File: config.mk
export PLATFORM = sky130hd
export DESIGN_NAME = panel_bus_arbiter
export DESIGN_NICKNAME = d
export VERILOG_FILES = /design/src/rtl/panel_bus_arbiter.sv
export SDC_FILE = /design/constraint.sdc
export NUM_CORES = 1
export LEC_CHECK = 0
export ABC_AREA = 1
export CORE_AREA = 2 2 109 90
export DETAILED_ROUTE_END_ITERATION = 12
export DIE_AREA = 0 0 111 92
export PLACE_DENSITY = 0.76
export SYNTH_ARGS = -nofsm -noshare
export SYNTH_HDL_FRONTEND = slang
export SYNTH_SLANG_ARGS = --single-unit
File: constraint.sdc
create_clock -name clock -period 2.11 [get_ports clock]
set_input_delay 0.3165 -clock clock [delete_from_list [all_inputs] [get_ports clock]]
set_output_delay 0.3165 -clock clock [all_outputs]
set_load 0.1 [all_outputs]
File: src/rtl/panel_bus_arbiter.sv
`default_nettype none
// +--------------------------------------------------------------------------+
// | Module   : panel_bus_arbiter                                             |
// | Desc     : Shares the LED-panel write bus between requester A (network   |
// |            pixel writer) and requester B (local pattern/overlay source)  |
// |            with round-robin arbitration, burst locking and a lock        |
// |            timeout. Define PANEL_ARB_CLEAR_EN to add a frame-clear       |
// |            engine as a third requester (clear_start / clear_busy ports). |
// | Revision : 1.0 - initial release                                         |
// +--------------------------------------------------------------------------+
module panel_bus_arbiter #(
  parameter int unsigned CLEAR_WORDS  = 4096,
  parameter logic [23:0] CLEAR_VALUE  = 24'h000000,
  parameter int unsigned LOCK_TIMEOUT = 1024
) (
  input  logic        clock,
  input  logic        reset,
  input  logic        a_valid,
  output logic        a_ready,
  input  logic        a_lock,
  input  logic [8:0]  a_en,
  input  logic [15:0] a_addr,
  input  logic [23:0] a_wdat,
  input  logic        b_valid,
  output logic        b_ready,
  input  logic        b_lock,
  input  logic [8:0]  b_en,
  input  logic [15:0] b_addr,
  input  logic [23:0] b_wdat,
`ifdef PANEL_ARB_CLEAR_EN
  input  logic        clear_start,
  output logic        clear_busy,
`endif
  output logic [8:0]  ctrl_en,
  output logic [3:0]  ctrl_wr,
  output logic [15:0] ctrl_addr,
  output logic [23:0] ctrl_wdat,
  output logic [1:0]  grant,
  output logic        timeout_err
);

  // Counter widths only need to reach the last value (limit - 1).
  localparam int unsigned TO_W  = (LOCK_TIMEOUT > 1) ? $clog2(LOCK_TIMEOUT) : 1;
  localparam int unsigned CLR_W = (CLEAR_WORDS > 1) ? $clog2(CLEAR_WORDS) : 1;
  localparam logic [TO_W-1:0]  TO_LAST  = TO_W'(LOCK_TIMEOUT - 1);
  localparam logic [CLR_W-1:0] CLR_LAST = CLR_W'(CLEAR_WORDS - 1);

  // State encoding doubles as the grant code (0 none, 1 A, 2 B, 3 clear).
  typedef enum logic [1:0] {
    IDLE  = 2'd0,
    OWN_A = 2'd1,
    OWN_B = 2'd2,
    CLEAR = 2'd3
  } state_t;

  // Reset value of the last-owner pointer makes A the first choice.
`ifdef PANEL_ARB_CLEAR_EN
  localparam state_t RESET_LAST = CLEAR;
`else
  localparam state_t RESET_LAST = OWN_B;
`endif

  state_t             state_q, state_d;
  state_t             last_q, last_d;
  state_t             winner;
  logic [TO_W-1:0]    to_cnt_q, to_cnt_d;
  logic [CLR_W-1:0]   clr_addr_q, clr_addr_d;
  logic               a_ready_q, a_ready_d;
  logic               b_ready_q, b_ready_d;
  logic [1:0]         grant_q, grant_d;
  logic               terr_q, terr_d;
  logic [8:0]         ctrl_en_q, ctrl_en_d;
  logic [3:0]         ctrl_wr_q, ctrl_wr_d;
  logic [15:0]        ctrl_addr_q, ctrl_addr_d;
  logic [23:0]        ctrl_wdat_q, ctrl_wdat_d;
  logic               clr_req;

  // The beat fields of whichever port currently owns the bus.
  logic               own_valid;
  logic               own_lock;
  logic [8:0]         own_en;
  logic [15:0]        own_addr;
  logic [23:0]        own_wdat;

  assign own_valid = (state_q == OWN_A) ? a_valid : b_valid;
  assign own_lock  = (state_q == OWN_A) ? a_lock  : b_lock;
  assign own_en    = (state_q == OWN_A) ? a_en    : b_en;
  assign own_addr  = (state_q == OWN_A) ? a_addr  : b_addr;
  assign own_wdat  = (state_q == OWN_A) ? a_wdat  : b_wdat;

  // Round-robin pick: the requester after the last owner has first claim.
  always_comb begin
    winner = IDLE;
    case (last_q)
      OWN_A: begin
        if (b_valid)      winner = OWN_B;
        else if (clr_req) winner = CLEAR;
        else if (a_valid) winner = OWN_A;
      end
      OWN_B: begin
        if (clr_req)      winner = CLEAR;
        else if (a_valid) winner = OWN_A;
        else if (b_valid) winner = OWN_B;
      end
      default: begin
        if (a_valid)      winner = OWN_A;
        else if (b_valid) winner = OWN_B;
        else if (clr_req) winner = CLEAR;
      end
    endcase
  end

  // Next-state, burst/timeout handling and the registered write bus.
  always_comb begin
    state_d     = state_q;
    last_d      = last_q;
    to_cnt_d    = to_cnt_q;
    clr_addr_d  = clr_addr_q;
    terr_d      = 1'b0;
    ctrl_en_d   = 9'h000;
    ctrl_wr_d   = 4'h0;
    ctrl_addr_d = ctrl_addr_q;
    ctrl_wdat_d = ctrl_wdat_q;
    case (state_q)
      IDLE: begin
        state_d = winner;
        if (winner != IDLE) begin
          last_d   = winner;
          to_cnt_d = '0;
        end
        if (winner == CLEAR) clr_addr_d = '0;
      end
      OWN_A, OWN_B: begin
        if (own_valid) begin
          ctrl_en_d   = own_en;
          ctrl_wr_d   = 4'hF;
          ctrl_addr_d = own_addr;
          ctrl_wdat_d = own_wdat;
          to_cnt_d    = '0;
          if (!own_lock) state_d = IDLE;
        end else if (!own_lock) begin
          state_d = IDLE;
        end else if (to_cnt_q == TO_LAST) begin
          // Lock held with no traffic for too long: force the bus free.
          state_d  = IDLE;
          terr_d   = 1'b1;
          to_cnt_d = '0;
        end else begin
          to_cnt_d = to_cnt_q + 1'b1;
        end
      end
      default: begin
        ctrl_en_d   = 9'h1FF;
        ctrl_wr_d   = 4'hF;
        ctrl_addr_d = 16'(clr_addr_q);
        ctrl_wdat_d = CLEAR_VALUE;
        if (clr_addr_q == CLR_LAST) state_d = IDLE;
        else                        clr_addr_d = clr_addr_q + 1'b1;
      end
    endcase
    a_ready_d = (state_d == OWN_A);
    b_ready_d = (state_d == OWN_B);
    grant_d   = state_d;
  end

`ifdef PANEL_ARB_CLEAR_EN
  logic clr_pend_q, clr_pend_d;
  logic busy_q, busy_d;

  // Hold a clear request until the arbiter hands the bus to the clear engine;
  // busy stays up through the cycle that shows the last clear word.
  always_comb begin
    clr_pend_d = clr_pend_q;
    if (clear_start && !busy_q) clr_pend_d = 1'b1;
    if ((state_q == IDLE) && (winner == CLEAR)) clr_pend_d = 1'b0;
    busy_d = clr_pend_d || (state_d == CLEAR) || (state_q == CLEAR);
  end

  // Clear request flags.
  always_ff @(posedge clock) begin
    if (reset) begin
      clr_pend_q <= 1'b0;
      busy_q     <= 1'b0;
    end else begin
      clr_pend_q <= clr_pend_d;
      busy_q     <= busy_d;
    end
  end

  assign clr_req    = clr_pend_q;
  assign clear_busy = busy_q;
`else
  assign clr_req = 1'b0;
`endif

  // Arbiter state and registered outputs.
  always_ff @(posedge clock) begin
    if (reset) begin
      state_q     <= IDLE;
      last_q      <= RESET_LAST;
      to_cnt_q    <= '0;
      clr_addr_q  <= '0;
      a_ready_q   <= 1'b0;
      b_ready_q   <= 1'b0;
      grant_q     <= 2'd0;
      terr_q      <= 1'b0;
      ctrl_en_q   <= 9'h000;
      ctrl_wr_q   <= 4'h0;
      ctrl_addr_q <= 16'h0000;
      ctrl_wdat_q <= 24'h000000;
    end else begin
      state_q     <= state_d;
      last_q      <= last_d;
      to_cnt_q    <= to_cnt_d;
      clr_addr_q  <= clr_addr_d;
      a_ready_q   <= a_ready_d;
      b_ready_q   <= b_ready_d;
      grant_q     <= grant_d;
      terr_q      <= terr_d;
      ctrl_en_q   <= ctrl_en_d;
      ctrl_wr_q   <= ctrl_wr_d;
      ctrl_addr_q <= ctrl_addr_d;
      ctrl_wdat_q <= ctrl_wdat_d;
    end
  end

  assign a_ready     = a_ready_q;
  assign b_ready     = b_ready_q;
  assign grant       = grant_q;
  assign timeout_err = terr_q;
  assign ctrl_en     = ctrl_en_q;
  assign ctrl_wr     = ctrl_wr_q;
  assign ctrl_addr   = ctrl_addr_q;
  assign ctrl_wdat   = ctrl_wdat_q;

endmodule
`default_nettype wire

* After elaboration in Yosys (flattened, before gate mapping)
Cells that the tools add are included.
** Word-level totals
- Bits in registers :: 82
- Latch bits :: 0
- Memory bits (writable) :: 0
- Bits in read-only memories :: 0
- Input port bits :: 104
- Output and inout bits :: 58
- Word-level logic and storage cells :: 71
- Memories kept :: 0
** Operators by class
- $add $sub $neg :: 2
- $mul :: 0
- Div/mod/pow operators :: 0
- Order comparisons :: 0
- Equality and inequality tests :: 13
- Shifts and indexed selects :: 0
- Multiplexer cells :: 33
- Bitwise gates (word level) :: 3
- Reductions and logical operators :: 9
** Operators with widths (count)
- $mux 24 :: 2
- $pmux 24 s2 :: 1
- $mux 10 :: 4
- $mux 16 :: 2
- $pmux 16 s2 :: 1
- $mux 12 :: 2
- $pmux 12 s2 :: 1
- $pmux 10 s2 :: 1
- $mux 2 :: 9
- $mux 9 :: 2
- $pmux 9 s2 :: 1
- $add 12x1->12 const B :: 1
- $eq 12x12->1 const B :: 1
- $add 10x1->10 const B :: 1
- $eq 10x10->1 const B :: 1
- $pmux 4 s2 :: 1
- $eq 2x1->1 const B :: 3
- $eq 2x2->1 const B :: 3
- $ne 2x2->1 const B :: 3
- $reduce_and 3->1 :: 2
- $mux 1 :: 4
- $mux 4 :: 1
- $pmux 2 s2 :: 1
- $reduce_and 2->1 :: 2
- other kinds (7) :: 10

* Logic depth before layout (Yosys ltp)
- Depth after elaboration :: 6
- Gate-level depth with buffers :: 13
- Mapped depth without buffers :: 12

* Least setup slack after synthesis
OpenSTA, ideal clock, no wires.
- Path type :: register to register
- From :: register, netlist name grant[1]
- To :: register b_ready_q (netlist: b_ready)
- Setup time :: 0.117 ns
- Arrival :: 2.287 ns
- Data required time :: 1.993 ns
- Slack :: -0.295 ns
- Cell stages (with the launch flop) :: 8
- Buffers on the path :: 0
- Clock period less this slack :: 2.405 ns
- Cell sequence :: dfxtp_1 inv_1 ha_1 clkinv_1 a21oi_1 nand3_1 a21boi_0 nor2_1
** RTL lines
- end signal: assignment :: line 217 : b_ready_q <= b_ready_d;
- end: declaration :: line 69 : logic b_ready_q, b_ready_d;

==> results_dict.tcl <==
set metrics [dict create \
    startpoint_type "flip-flop" \
    drc 0 \
    drive_gt1_frac 0.144 \
    crit-reg2reg-launch "grant[0]$_SDFF_PP0_" \
    max-cap-violations 0 \
    grt_pass1_wl_mm 18.5 \
    status "completed" \
    place_area_sq_um 5400 \
    routed_wl_mm 11.3 \
    pwr-share-seq 0.333 \
    yosysUniqueCellTypes 37 \
    tns_ns 0 \
    clock.fmax_ghz 0.531 \
    first_global_vias 3969 \
    area_delta_synth_final_pct 48.8 \
    reg2reg_slack_ns 0.23 \
    final_hold_viol_count 0 \
    die_w_microns 111 \
    cts_tree "yes" \
    p_sw_mw 2.01 \
    post-route-period-util 0.893 \
    swShare 0.396 \
    overflow 0 \
    min_path_type "reg -> reg" \
    root_buffer "clkbuf_16" \
    ios 162 \
    hp-start "last_q[1]$_SDFFE_PP1P_" \
    dieArea_sq_um 10200 \
    whs_ns 0.485 \
    ys_seq_area_frac 0.414 \
    rsz0062_at_grt "false" \
    rows 32 \
    drtAntennaViolNets 0 \
    nets 807 \
    vias_per_cell 5.09 \
    finalCriticalPeriod_ns 1.88 \
    diodes 0 \
    layout_commonest_cell "nor2_1" \
    post_cts_resized 0 \
    fin_area_sq_um 5690 \
    clkLatencyLatePin_ns 0.33 \
    htreeDepth 3 \
    syn-num-nets 660 \
    numCtsBuffers 9 \
    syn_inst 551 \
    p_clk_frac 0.300 \
    ys.flop_type "dfxtp_1" \
    place_congestion 0.846 \
    syn_area_per_cell_sq_um 6.94 \
    async_flop_share 0 \
    clk_pin_slew_worst_paths_ns 0.06 \
    rr_endpoint "to_cnt_q[7]$_SDFFE_PP0P_" \
    synth_seq_cells 79 \
    slew_viol_final 0 \
    slew_headroom 0.643 \
    fp.coreArea_sq_um 9250 \
    firstDrtPassIters 5 \
    crit_type "reg -> reg" \
    syn_area_sq_um 3820 \
    grt.total_usage 0.219 \
    arrival_ns 2.15 \
    crit_fanout 8 \
    worstSetupEndpointType "flip-flop" \
    drt_iter0_markers 225 \
    synth_warnings 0 \
    antenna_found_initial 0 \
    min_to "last_q[1]$_SDFFE_PP1P_" \
    cts.sinks 79 \
    initial_core_util 0.413 \
    synth_edf_count 0 \
    cts_buffer_depth 2 \
    portBuffers 161 \
    intPower_mw 3.06 \
    power_frac_comb 0.367 \
    die_height_microns 92 \
    most-common-layout-cells "nor2_1 (120), clkdlybuf4s50_1 (103), dfxtp_1 (77)" \
    wl_per_cell_microns 13.8 \
    place_hpwl_mm 8.22 \
    num_vias 4180 \
    fillerInstances 849 \
    finClkSkew_ns 0.00755 \
    holdBufCountCts 0 \
    critical_path_required_ns 2.37 \
    grt_max_degree 50 \
    ir_drop_uv 518 \
    setup_viol 0 \
    cts_setup_buffers 0 \
    fin_util 0.615 \
    hold_depth 1 \
    p_leak_nw 2.27 \
    pwr_density_cell_nw_per_um2 890 \
    reg2regPathDepth 9 \
    tightest_slew_ns 0.535 \
]
-- per-stage QoR --
stage,setup WS [ns],power (mW),cells
6_report,0.225,5.06,822
5_1_grt,0.0732,5.26,822
4_1_cts,0.247,5.09,822
3_5_place_dp,0.154,3.57,806
3_3_place_gp,0.236,3.55,806
2_1_floorplan,0.0855,3.04,551
-- worst max-delay path by stage --
stage | from | end | slack, ns
after detailed placement | a_valid | to_cnt_q[0]$_SDFFE_PP0P_ | 0.15
final | grant[0]$_SDFF_PP0_ | to_cnt_q[7]$_SDFFE_PP0P_ | 0.23
after floorplan | grant[1]$_SDFF_PP0_ | b_ready$_SDFF_PP0_ | 0.09
after CTS | grant[1]$_SDFF_PP0_ | to_cnt_q[7]$_SDFFE_PP0P_ | 0.25
after global routing | grant[1]$_SDFF_PP0_ | to_cnt_q[7]$_SDFFE_PP0P_ | 0.07
after global placement | a_valid | to_cnt_q[0]$_SDFFE_PP0P_ | 0.24
-- cells by family (layout without fill, tap and decap cells) --
family                   count (synthesis)  in the layout  share of synthesized area
AO/OA/AOI/OAI                          147            147                      0.206
AND/OR/NAND/NOR                        248            248                      0.277
adder cells (fa/ha/maj)                  5              5                     0.0164
XOR/XNOR                                 3              3                    0.00687
flip-flops                              79             79                      0.414
buffers and inverters                   69            221                     0.0798
-- flip-flops by register name, summed over array words and instances (netlist names) --
signal and count:
ctrl_wdat 24, ctrl_addr 16, clr_addr_q 12, to_cnt_q 10
ctrl_en 9, grant 2, last_q 2, a_ready 1
b_ready 1, ctrl_wr 1, timeout_err 1
-- layer usage --
metal,vias up,global-route usage,part of all wire
li1,2114,-,-
met1,1946,0.270,0.45
met2,108,0.378,0.49
met3,12,0.0522,0.046
met4,0,0.0760,0.013
met5,-,0,0
-- critical path, cell delays in order, from the launching register on --
cell     delay [ns]
dfxtp_2        0.39
inv_1          0.06
ha_1           0.40
o21ai_0        0.34
nor2_2         0.08
nand2_1        0.07
nand2_1        0.19
inv_1          0.14
nand2_1        0.07
nor2_1         0.08
-- cell type report --
cell class                      instances  area [sq um]  share of cell area
Multi-Input combinational cell        403          1940               0.341
Timing Repair Buffer                  171          1590               0.280
Sequential cell                        79          1580               0.278
Clock inverter                          5          58.8              0.0103
Clock buffer                           11           233              0.0409
Inverter                               34           133              0.0233
Tap cell                              119           149              0.0262
-- synth_stat cells, types with 3 or more instances --
library cell / n / area share
a211oi_1: 5 / 0.0098
dfxtp_1: 79 / 0.41
a21oi_1: 49 / 0.064
nor3b_1: 3 / 0.0059
nor2_1: 120 / 0.12
a31oi_1: 13 / 0.021
xor2_1: 3 / 0.0069
nand2_1: 71 / 0.070
ha_1: 5 / 0.016
o21ai_0: 72 / 0.094
nor2_2: 3 / 0.0049
buf_2: 11 / 0.014
inv_1: 30 / 0.029
buf_4: 3 / 0.0059
clkbuf_1: 17 / 0.017
nand3_1: 14 / 0.018
nor3_1: 24 / 0.031
nand2_2: 3 / 0.0049
nand4_1: 3 / 0.0049
-- power by group through the flow --
stage / clock (mW) / sequential (mW) / combinational [mW]
2_1_floorplan: 0 / 2.46 / 0.581
6_report: 1.52 / 1.69 / 1.86
5_1_grt: 1.59 / 1.70 / 1.96
3_5_place_dp: 0 / 1.72 / 1.86
3_3_place_gp: 0 / 1.71 / 1.84
4_1_cts: 1.55 / 1.69 / 1.86
(Power assumes the default switching activity.)
